==> src/rtl/scm_bist_pkg.sv <==
// scm_bist_pkg: shared types, March C- element tables and data
// backgrounds for the SCM March BIST controller.
package scm_bist_pkg;

  typedef enum logic [1:0] {IDLE, RUN, DRAIN, DONE} state_e;

  typedef enum logic [2:0] {E0, E1, E2, E3, E4, E5} elem_e;

  // bit 1 = write, bit 0 = data value
  typedef enum logic [1:0] {
    RD0 = 2'b00,
    RD1 = 2'b01,
    WR0 = 2'b10,
    WR1 = 2'b11
  } op_e;

  function automatic logic [1:0] elem_nops(elem_e e);
    logic [1:0] n;
    unique case (e)
      E0, E5:  n = 2'd1;
      default: n = 2'd2;
    endcase
    return n;
  endfunction

  function automatic logic elem_down(elem_e e);
    return (e == E3) || (e == E4);
  endfunction

  function automatic op_e elem_op(elem_e e, logic idx);
    op_e o;
    unique case (e)
      E0:      o = WR0;
      E1, E3:  o = idx ? WR1 : RD0;
      E2, E4:  o = idx ? WR0 : RD1;
      default: o = RD0;
    endcase
    return o;
  endfunction

  function automatic elem_e elem_next(elem_e e);
    elem_e n;
    unique case (e)
      E0:      n = E1;
      E1:      n = E2;
      E2:      n = E3;
      E3:      n = E4;
      E4:      n = E5;
      default: n = E0;
    endcase
    return n;
  endfunction

  function automatic logic op_is_wr(op_e o);
    return o inside {WR0, WR1};
  endfunction

  function automatic logic op_val(op_e o);
    return o inside {RD1, WR1};
  endfunction

  // 2-bit background tile, replicated to the word width by the caller.
  // Pass 1 is a checkerboard that flips on odd addresses.
  function automatic logic [1:0] bg(logic val, logic addr0, logic pass);
    logic [1:0] t;
    t = pass ? (2'b01 ^ {2{addr0}}) : 2'b00;
    return val ? ~t : t;
  endfunction

endpackage

==> src/rtl/scm_bist_addr_gen.sv <==
// scm_bist_addr_gen: loadable up/down address counter for the March
// BIST; last_o flags the final address for the current direction.
module scm_bist_addr_gen #(
  parameter int ADDR_WIDTH = 5
) (
  input  logic                  clk,
  input  logic                  rst,
  input  logic                  load_i,
  input  logic                  load_down_i,
  input  logic                  step_i,
  input  logic                  down_i,
  output logic [ADDR_WIDTH-1:0] addr_o,
  output logic                  last_o
);

  logic [ADDR_WIDTH-1:0] addr_q, addr_d;

  assign addr_o = addr_q;
  assign last_o = down_i ? (addr_q == '0) : (addr_q == '1);

  // load the element start address or step toward its end, never past it
  always_comb begin
    addr_d = addr_q;
    if (load_i) begin
      addr_d = load_down_i ? '1 : '0;
    end else if (step_i && !last_o) begin
      addr_d = down_i ? addr_q - ADDR_WIDTH'(1)
                      : addr_q + ADDR_WIDTH'(1);
    end
  end

  // address register
  always_ff @(posedge clk or posedge rst) begin
    if (rst) addr_q <= '0;
    else     addr_q <= addr_d;
  end

endmodule

==> src/rtl/scm_march_bist_ctrl.sv <==
// scm_march_bist_ctrl: March C- BIST engine for the latch SCM test port.
// Define SCM_BIST_CHECKERBOARD_EN to append a checkerboard second pass.
module scm_march_bist_ctrl
  import scm_bist_pkg::*;
#(
  parameter int ADDR_WIDTH = 5,
  parameter int DATA_WIDTH = 32,
  parameter int NUM_BYTE   = DATA_WIDTH / 8
) (
  input  logic                  clk,
  input  logic                  rst,
  input  logic                  start_i,
  output logic                  busy_o,
  output logic                  done_o,
  output logic                  fail_o,
  output logic [ADDR_WIDTH-1:0] fail_addr_o,
  output logic [DATA_WIDTH-1:0] fail_data_o,
  output logic                  BIST,
  output logic                  CSN_T,
  output logic                  WEN_T,
  output logic [ADDR_WIDTH-1:0] A_T,
  output logic [DATA_WIDTH-1:0] D_T,
  output logic [NUM_BYTE-1:0]   BE_T,
  input  logic [DATA_WIDTH-1:0] Q_T
);

  state_e state_q, state_d;
  elem_e  elem_q, elem_d;
  logic   opi_q, opi_d;
  logic   pass;

  logic                  done_q, done_d;
  logic                  fail_q, fail_d;
  logic [ADDR_WIDTH-1:0] faddr_q, faddr_d;
  logic [DATA_WIDTH-1:0] fdata_q, fdata_d;

  logic                  rd_vld_q;
  logic [ADDR_WIDTH-1:0] rd_addr_q;
  logic [DATA_WIDTH-1:0] rd_exp_q;

  logic [ADDR_WIDTH-1:0] addr;
  logic                  addr_last;
  logic                  ag_load, ag_load_down, ag_step;
  op_e                   op;
  logic                  running, op_last, elem_last;
  logic [DATA_WIDTH-1:0] word, syn;

`ifdef SCM_BIST_CHECKERBOARD_EN
  logic pass_q, pass_d;
  assign pass = pass_q;
`else
  assign pass = 1'b0;
`endif

  assign running   = state_q == RUN;
  assign op        = elem_op(elem_q, opi_q);
  assign op_last   = {1'b0, opi_q} == elem_nops(elem_q) - 2'd1;
  assign elem_last = elem_q == E5;
  assign word      = {(DATA_WIDTH/2){bg(op_val(op), addr[0], pass)}};
  assign syn       = rd_exp_q ^ Q_T;

  assign done_o      = done_q;
  assign fail_o      = fail_q;
  assign fail_addr_o = faddr_q;
  assign fail_data_o = fdata_q;

  scm_bist_addr_gen #(
    .ADDR_WIDTH(ADDR_WIDTH)
  ) u_addr (
    .clk        (clk),
    .rst        (rst),
    .load_i     (ag_load),
    .load_down_i(ag_load_down),
    .step_i     (ag_step),
    .down_i     (elem_down(elem_q)),
    .addr_o     (addr),
    .last_o     (addr_last)
  );

  // state, element and op sequencing
  always_ff @(posedge clk or posedge rst) begin
    if (rst) begin
      state_q <= IDLE;
      elem_q  <= E0;
      opi_q   <= 1'b0;
    end else begin
      state_q <= state_d;
      elem_q  <= elem_d;
      opi_q   <= opi_d;
    end
  end

`ifdef SCM_BIST_CHECKERBOARD_EN
  // pass counter: solid pass then checkerboard pass
  always_ff @(posedge clk or posedge rst) begin
    if (rst) pass_q <= 1'b0;
    else     pass_q <= pass_d;
  end
`endif

  // next state: one op per cycle, address steps after the last op
  always_comb begin
    state_d      = state_q;
    elem_d       = elem_q;
    opi_d        = opi_q;
    ag_load      = 1'b0;
    ag_load_down = 1'b0;
    ag_step      = 1'b0;
`ifdef SCM_BIST_CHECKERBOARD_EN
    pass_d       = pass_q;
`endif
    unique case (state_q)
      IDLE: begin
        if (start_i) begin
          state_d      = RUN;
          elem_d       = E0;
          opi_d        = 1'b0;
          ag_load      = 1'b1;
          ag_load_down = elem_down(E0);
`ifdef SCM_BIST_CHECKERBOARD_EN
          pass_d       = 1'b0;
`endif
        end
      end
      RUN: begin
        if (!op_last) begin
          opi_d = 1'b1;
        end else begin
          opi_d = 1'b0;
          if (!addr_last) begin
            ag_step = 1'b1;
          end else if (!elem_last) begin
            elem_d       = elem_next(elem_q);
            ag_load      = 1'b1;
            ag_load_down = elem_down(elem_d);
          end else begin
`ifdef SCM_BIST_CHECKERBOARD_EN
            if (!pass_q) begin
              pass_d       = 1'b1;
              elem_d       = E0;
              ag_load      = 1'b1;
              ag_load_down = elem_down(E0);
            end else begin
              state_d = DRAIN;
            end
`else
            state_d = DRAIN;
`endif
          end
        end
      end
      DRAIN:   state_d = DONE;
      default: state_d = IDLE;
    endcase
  end

  // sticky status: cleared on accepted start, first mismatch captured
  always_comb begin
    done_d  = done_q;
    fail_d  = fail_q;
    faddr_d = faddr_q;
    fdata_d = fdata_q;
    if (state_q == IDLE && start_i) begin
      done_d  = 1'b0;
      fail_d  = 1'b0;
      faddr_d = '0;
      fdata_d = '0;
    end
    if (state_q == DRAIN) done_d = 1'b1;
    if (rd_vld_q && (syn != '0) && !fail_q) begin
      fail_d  = 1'b1;
      faddr_d = rd_addr_q;
      fdata_d = syn;
    end
  end

  // status registers
  always_ff @(posedge clk or posedge rst) begin
    if (rst) begin
      done_q  <= 1'b0;
      fail_q  <= 1'b0;
      faddr_q <= '0;
      fdata_q <= '0;
    end else begin
      done_q  <= done_d;
      fail_q  <= fail_d;
      faddr_q <= faddr_d;
      fdata_q <= fdata_d;
    end
  end

  // read pipeline: expectation for the read issued last cycle
  always_ff @(posedge clk or posedge rst) begin
    if (rst) begin
      rd_vld_q  <= 1'b0;
      rd_addr_q <= '0;
      rd_exp_q  <= '0;
    end else begin
      rd_vld_q  <= running && !op_is_wr(op);
      rd_addr_q <= addr;
      rd_exp_q  <= word;
    end
  end

  // test-port outputs decoded from the state and current op
  always_comb begin
    busy_o = (state_q == RUN) || (state_q == DRAIN);
    BIST   = busy_o;
    CSN_T  = 1'b1;
    WEN_T  = 1'b1;
    A_T    = '0;
    D_T    = '0;
    BE_T   = '0;
    if (running) begin
      CSN_T = 1'b0;
      WEN_T = !op_is_wr(op);
      A_T   = addr;
      D_T   = word;
      BE_T  = '1;
    end
  end

endmodule

==> config.mk <==
export PLATFORM = sky130hd
export DESIGN_NAME = scm_march_bist_ctrl
export DESIGN_NICKNAME = d
export VERILOG_FILES = /design/src/rtl/scm_bist_pkg.sv /design/src/rtl/scm_bist_addr_gen.sv /design/src/rtl/scm_march_bist_ctrl.sv
export SDC_FILE = /design/constraint.sdc
export NUM_CORES = 1
export LEC_CHECK = 0
export ABC_CLOCK_PERIOD_IN_PS = 2600
export CAP_MARGIN = 30
export CORE_ASPECT_RATIO = 1.5
export CORE_MARGIN = 5
export CORE_UTILIZATION = 42
export DETAILED_ROUTE_END_ITERATION = 8
export GPL_ROUTABILITY_DRIVEN = 0
export HOLD_SLACK_MARGIN = 0.15
export PLACE_DENSITY = 0.77
export SLEW_MARGIN = 15
export SYNTH_ARGS = -nofsm -noshare
export SYNTH_HDL_FRONTEND = slang
export SYNTH_SLANG_ARGS = --single-unit
==> constraint.sdc <==
create_clock -name clk -period 2.6 [get_ports clk]
set_clock_uncertainty 0.2 [all_clocks]
set_input_delay 0.39 -clock clk [delete_from_list [all_inputs] [get_ports clk]]
set_output_delay 0.39 -clock clk [all_outputs]
set_load 0.02 [all_outputs]
==> results of run 1 <==
==> cells by family after synthesis <==
kind of cell             after synthesis
AND/OR/NAND/NOR                      103
buffers and inverters                 74
flip-flops                            57
multiplexers                          46
AO/OA/AOI/OAI                         44
XOR/XNOR                              37
adder cells (fa/ha/maj)                8
==> placed cells by master, fill, tap and decap left out, types with 3 or more instances in the layout <==
cell type	count
sky130_fd_sc_hd__nand2b_1	4
sky130_fd_sc_hd__nand3_1	6
sky130_fd_sc_hd__o211ai_1	7
sky130_fd_sc_hd__or4_1	7
sky130_fd_sc_hd__dlymetal6s2s_1	3
sky130_fd_sc_hd__inv_1	17
sky130_fd_sc_hd__a21o_1	5
sky130_fd_sc_hd__dfrtp_1	55
sky130_fd_sc_hd__a31oi_1	3
sky130_fd_sc_hd__and2_1	3
sky130_fd_sc_hd__dlygate4sd2_1	35
sky130_fd_sc_hd__a21oi_1	6
sky130_fd_sc_hd__clkdlybuf4s50_1	80
sky130_fd_sc_hd__clkbuf_16	9
sky130_fd_sc_hd__nand4_1	11
sky130_fd_sc_hd__buf_4	39
sky130_fd_sc_hd__nor4_1	4
sky130_fd_sc_hd__xnor2_1	36
sky130_fd_sc_hd__a2bb2oi_1	3
sky130_fd_sc_hd__nor2_1	6
sky130_fd_sc_hd__mux2i_1	45
sky130_fd_sc_hd__ha_1	6
sky130_fd_sc_hd__o21ai_0	5
sky130_fd_sc_hd__nand2_1	50
==> registers in the layout, summed over array words and instances, names as in the netlist <==
name and flops:
fail_o 1, rd_addr_q 5, u_addr.addr_o 5, done_o 1, elem_q 3, fail_data_o 32, state_q 2, fail_addr_o 5
opi_q 1, rd_exp_q 1, rd_vld_q 1
==> stage by stage <==
| stage | util (%) | instances |
|---|---|---|
| 6_report | 62.2 | 599 |
| 5_1_grt | 62.2 | 599 |
| 4_1_cts | 61.7 | 597 |
| 3_5_place_dp | 58.1 | 580 |
| 3_3_place_gp | 58.1 | 580 |
| 2_1_floorplan | - | 369 |
==> per-layer routing <==
metal	GRT usage [%]	vias to the layer above	wire [µm]
met3	3.44	33	473
met4	12.7	0	478
li1	-	1477	-
met1	19.9	1483	3680
met5	0	-	0
met2	35.2	129	5240
==> area by class of cell <==
class                   instances  area share [%]
multi-input cells             238            33.7
repair buffers                161            28.7
flip-flops and latches         57            27.4
clock buffers                  11            4.83
well taps                     107            2.56
clock inverters                 5            1.48
inverters                      18            1.29
diodes                          2          0.0957
==> timing repair <==
item	in CTS	in global routing
resized for setup	36	11
hold endpoints to repair	10	0
hold buffers	1	0
setup buffers	0	0
pin swaps	0	3
setup endpoints to repair	37	38
==> worst max path at each step <==
stage / start / endpoint / slack (ns) / cells after the start
global placement: Q_T[0] / fail_addr_o[3] / -0.10 / 7
global route: elem_q[2] / u_addr.addr_o[4] / -0.05 / 9
finish: elem_q[2] / u_addr.addr_o[4] / 0.09 / 9
detailed placement: Q_T[2] / fail_data_o[30] / -0.12 / 7
CTS: elem_q[2] / u_addr.addr_o[4] / 0.02 / 9
floorplan: elem_q[2] / u_addr.addr_o[4] / 0.16 / 9
==> critical path, cell delays in order, from the launching register on <==
cell	delay (ns)
sky130_fd_sc_hd__dfrtp_2	0.43
sky130_fd_sc_hd__or3b_1	0.38
sky130_fd_sc_hd__nand2_1	0.10
sky130_fd_sc_hd__inv_1	0.08
sky130_fd_sc_hd__fa_1	0.39
sky130_fd_sc_hd__nand2b_1	0.18
sky130_fd_sc_hd__a21o_1	0.18
sky130_fd_sc_hd__nand3_1	0.11
sky130_fd_sc_hd__a221oi_2	0.06
sky130_fd_sc_hd__nor4_1	0.29
==> where the power goes <==
group / internal, mW / switching, mW / total [mW]
registers: 1.29 / 0.334 / 1.62
logic: 1.45 / 1.60 / 3.05
clock network: 0.885 / 0.391 / 1.28
==> results.json, run 1 <==
{
  "first_iter_violations": 93,
  "regToRegStartpoint": "elem_q[2]",
  "io_buffers": 118,
  "drt_pre_antenna_iters": 4,
  "numCtsBuffers": 9,
  "timing.hold.worst.class": "flop to flop",
  "layout-drive-gt1-share_pct": 14.5,
  "count_of_flip_flops_with_a_built_in_enable_after_synthesis": 0,
  "initial_antenna_violation_count": 2,
  "synthSimpleGateAreaFrac_pct": 14.4,
  "wl_mm": 9.87,
  "synth_top_family_by_area": "simple AND/OR/NAND/NOR gates",
  "crit_required_ns": 2.61,
  "drv_cap": 0,
  "grt_use_total_pct": 19.2,
  "die_width_um": 85.8,
  "area_growth_pct": 44.6,
  "post-synth-top-area-cell": "sky130_fd_sc_hd__dfrtp_1",
  "synth_flop_cell": "sky130_fd_sc_hd__dfrtp_1",
  "grt_max_degree": 33,
  "ys_ff_latch": 57,
  "num-fill-cells": 711,
  "pleak_nw": 2.67,
  "synth-xor-area-share_pct": 8.96,
  "tritoncts": "yes",
  "floorplan.core_area_um2": 8410,
  "post_dp_cell_area_um2": 4890,
  "nNetsFinal": 528,
  "worstMarginPinSlew_ns": 0.521,
  "rr_endpoint": "u_addr.addr_o[4]",
  "worst_ir_drop_vdd_mv": 0.691,
  "synth_compound_area_share_pct": 8.79,
  "crit_path_end_kind": "flop",
  "r2r_setup_slack_ns": 0.09,
  "status": "completed",
  "synth_sequential_area_ratio_pct": 39.4,
  "clk_path_buf_depth": 2,
  "worstPathArrival_ns": 2.52,
  "total_number_of_h_tree_levels": 3,
  "finalHoldViolCount": 0,
  "clock-root-buffer": "sky130_fd_sc_hd__clkbuf_16",
  "muxShareOfSynthArea_pct": 12.8,
  "timing.final.ws_setup_ns": 0.0925,
  "worst_skew_pair.late_latency_ns": 0.32,
  "timing_max_transition_violations_final": 0,
  "mappedNetlistNets": 412,
  "cp-start-kind": "flop",
  "maximum_fanout_count_along_the_critical_path": 8,
  "syn-cell-area_um2": 3620,
  "num_rows": 41,
  "drc_errors": 0,
  "maxSlewHeadroom_pct": 64.8,
  "die-height_um": 124,
  "via_per_inst": 5.21,
  "synthMostInstantiatedCell": "sky130_fd_sc_hd__dfrtp_1",
  "dr_total_vias": 3122,
  "synth_adder_area_share_pct": 2.97,
  "seq_area_um2": 1430,
  "length_in_cells_of_the_worst_reg_to_reg_path": 9,
  "highest_clock_frequency_the_design_can_meet_ghz": 0.399,
  "place.detailed.hpwl_mm": 7.60,
  "synthesis.area_per_instance_um2": 9.80,
  "setup-violations-final": 0,
  "hold_path.startpoint": "u_addr.addr_o[0]",
  "powerDensity_nw_per_um2": 1140,
  "synthesis.yosys.warnings": 0,
  "gr-total-overflow": 0,
  "multiInputGateArea_um2": 1760,
  "antenna_violating_nets_post_route": 0,
  "post_route_worst_hold_slack_ns": 0.272,
  "synthDistinctLibCells": 48,
  "final_worst_path_cycle_share_pct": 96.4,
  "tns_ns": 0,
  "detailedPlace.worstSlack_ns": -0.124,
  "io_pins": 119,
  "unrepaired_setup_endpoints_after_global_routing": "yes",
  "starting_utilization_of_the_core_area_pct": 43.0,
  "syn_inst": 369,
  "share_of_flip_flops_with_an_asynchronous_set_or_reset_after_synthesis_pct": 100,
  "min_to": "rd_addr_q[0]",
  "die_area_um2": 10600,
  "cts.reportedPaths.clkPinSlew_ns": 0.05,
  "synth_top_area_share_pct": 39.4,
  "synth.cells.most_frequent": "57 x sky130_fd_sc_hd__dfrtp_1, 50 x sky130_fd_sc_hd__nand2_1, 45 x sky130_fd_sc_hd__mux2i_1",
  "timing.setup.critical_path_class": "flop to flop",
  "hold_depth": 0,
  "post_drt_wl_per_cell_um": 16.5,
  "finalWorstPathRequiredPeriod_ns": 2.51,
  "clock_sink_count": 57,
  "grt_pass1_wl_mm": 15.9,
  "grt_pass1_vias": 3370,
  "fin_area_um2": 5230,
  "leading_post_synthesis_cells_by_cell_area": "sky130_fd_sc_hd__dfrtp_1 39%, sky130_fd_sc_hd__mux2i_1 12%, sky130_fd_sc_hd__xnor2_1 8.7%",
  "design_power_total_mw": 5.95
}
(Power assumes the default switching activity.)
==> inputs of run 2 (changes only) <==
Settings changed: GPL_TIMING_DRIVEN set to 1.
==> results of run 2 <==
No change in the layout: final DEF, timing and power equal those of run 1.
==> inputs of run 3 (changes only) <==
Settings changed: SETUP_SLACK_MARGIN set to 0.2.
==> run 3 against run 2 <==
Net effect: sequential power decreased by 2%; critical path type unchanged; worst hold slack got worse by 0.036 ns; fmax decreased by 1.1%; clock-buffer cell count decreased by 2; cell area increased by 5.8%; largest cell class unchanged; utilization increased by 3.6 points; critical endpoint is now fail_data_o[9]; setup slack got worse by 0.027 ns.
==> results.json, run 3 (same netlist as run 1, synthesis figures left out) <==
{
  "cts.reportedPaths.clkPinSlew_ns": 0.05,
  "initial_antenna_violation_count": 1,
  "drc_errors": 0,
  "highest_clock_frequency_the_design_can_meet_ghz": 0.395,
  "gr-usage-met1_pct": 21.7,
  "unrepaired_setup_endpoints_after_global_routing": "yes",
  "die_width_um": 85.8,
  "floorplan.core_area_um2": 8410,
  "maximum_fanout_count_along_the_critical_path": 8,
  "crit_path_end": "fail_data_o[9]",
  "wl_mm": 10.6,
  "worst_ir_drop_vdd_mv": 0.644,
  "post_dp_cell_area_um2": 4910,
  "total_number_of_h_tree_levels": 3,
  "drv_cap": 0,
  "fin_area_um2": 5530,
  "post_route_worst_hold_slack_ns": 0.235,
  "layout_common_cells": "73 x sky130_fd_sc_hd__clkdlybuf4s50_1, 73 x sky130_fd_sc_hd__buf_4, 55 x sky130_fd_sc_hd__dfrtp_1",
  "post_drt_wl_per_cell_um": 17.2,
  "die-height_um": 124,
  "rr_endpoint": "fail_data_o[9]",
  "grt_util_met3_pct": 3.90,
  "largest_register_ff_count": 32,
  "finish.cell_count_without_fillers": 618,
  "drt_pre_antenna_iters": 4,
  "crit_required_ns": 2.64,
  "timing.final.ws_setup_ns": 0.0653,
  "io_pins": 119,
  "clock-root-buffer": "sky130_fd_sc_hd__clkbuf_16",
  "via_per_inst": 5.30,
  "use_met2_pct": 37.3,
  "setup-violations-final": 0,
  "worstMarginPinSlew_ns": 0.494,
  "area_growth_pct": 52.9,
  "regToRegStartpoint": "rd_exp_q[30]",
  "worst_skew_pair.late_latency_ns": 0.33,
  "cp-startpoint": "rd_exp_q[30]",
  "maxSlewHeadroom_pct": 66.9,
  "detailedPlace.worstSlack_ns": -0.124,
  "gr-total-overflow": 0,
  "layout-drive-gt1-share_pct": 28.0,
  "finalHoldViolCount": 0,
  "globalRoute.busiestLayer": "met2",
  "grt_pass1_wl_mm": 16.9,
  "grt_pass1_vias": 3476,
  "io_buffers": 118,
  "place.detailed.instances": 581,
  "crit_path_end_kind": "flop",
  "cp-start-kind": "flop",
  "clock_sink_count": 57,
  "grt_use_total_pct": 20.4,
  "worstPathArrival_ns": 2.58,
  "die_area_um2": 10600,
  "num-fill-cells": 626,
  "clk_path_buf_depth": 2,
  "length_in_cells_of_the_worst_reg_to_reg_path": 7,
  "antenna_violating_nets_post_route": 0,
  "final_worst_path_cycle_share_pct": 97.5,
  "timing.setup.critical_path_class": "flop to flop",
  "grt_max_degree": 58,
  "nNetsFinal": 548,
  "place.detailed.hpwl_mm": 7.25,
  "status": "completed",
  "timing.hold.worst.class": "input pin to asynchronous set/reset pin",
  "num_rows": 41,
  "tritoncts": "yes",
  "numCtsBuffers": 9,
  "timing_max_transition_violations_final": 0,
  "pleak_nw": 2.72,
  "finalWorstPathRequiredPeriod_ns": 2.53,
  "r2r_setup_slack_ns": 0.07,
  "first_iter_violations": 75,
  "starting_utilization_of_the_core_area_pct": 43.0,
  "powerDensity_nw_per_um2": 1110,
  "dr_total_vias": 3277
}
## run 3: cell count changes in the layout (fill, tap and decap cells not counted), sizes merged
cell	delta
diode	-1
buf	+52
dlygate4sd2	-25
dlymetal6s2s	-1
clkinvlp	+2
clkdlybuf4s50	-7
clkinv	+1
clkbuf	-1
clkdlybuf4s15	+1
bufinv	-1
dlygate4sd3	-1
## run 3: worst min path at each step
stage | to | startpoint | slack, ns | cells after the start
after floorplan | rd_addr_q[0] | u_addr.addr_o[0] | 0.21 | 0
after global placement | rd_addr_q[0] | u_addr.addr_o[0] | 0.26 | 0
after detailed placement | rd_addr_q[0] | u_addr.addr_o[0] | 0.26 | 0
after CTS | elem_q[1] | rst | 0.25 | 3
after global routing | rd_addr_q[0] | u_addr.addr_o[0] | 0.29 | 0
final | fail_data_o[9] | rst | 0.24 | 3
## run 3: what timing repair did
action	in CTS	in global routing
cloned	3	1
buffers inserted	10	6
hold buffers	0	0
endpoints found under the setup margin	82	76
pin swaps	6	7
gates resized for setup	147	70
## run 3: stage by stage
step	utilization [%]	total power, mW	setup TNS, ns
after CTS	63.9	6.01	0
after detailed placement	58.4	4.69	-3.16
after global routing	65.7	6.49	-0.0380
final	65.7	6.16	0
after global placement	58.4	4.60	-2.76
after floorplan	-	3.44	0
## run 3: cell type report
cell class | instances | area [µm²] | area share, %
inverters | 18 | 67.6 | 1.22
clock inverters | 7 | 71.3 | 1.29
repair buffers | 181 | 1710 | 30.9
well taps | 107 | 134 | 2.42
diodes | 1 | 2.50 | 0.0452
multi-input cells | 238 | 1890 | 34.2
flip-flops and latches | 57 | 1430 | 25.9
clock buffers | 9 | 225 | 4.07
## run 3: worst max-delay path: stages, from the launching register on
cell,delay (ns)
sky130_fd_sc_hd__dfrtp_4,0.53
sky130_fd_sc_hd__or4_1,0.48
sky130_fd_sc_hd__mux2i_1,0.20
sky130_fd_sc_hd__nand4_1,0.21
sky130_fd_sc_hd__o21ai_4,0.31
sky130_fd_sc_hd__buf_6,0.15
sky130_fd_sc_hd__buf_12,0.13
sky130_fd_sc_hd__mux2i_4,0.24
## run 3: where the power goes
part / internal, mW / switching, mW / total (mW) / leakage, nW
Sequential: 1.29 / 0.291 / 1.58 / 0.759
Clock: 0.738 / 0.429 / 1.17 / 0.137
Combinational: 1.65 / 1.76 / 3.41 / 1.82
Total: 3.68 / 2.48 / 6.16 / 2.72
## run 3: layer usage
layer	routed length, µm	part of all wire [%]
met1	3860	36
met3	646	6.1
met2	5630	53
met5	0	0
met4	482	4.5
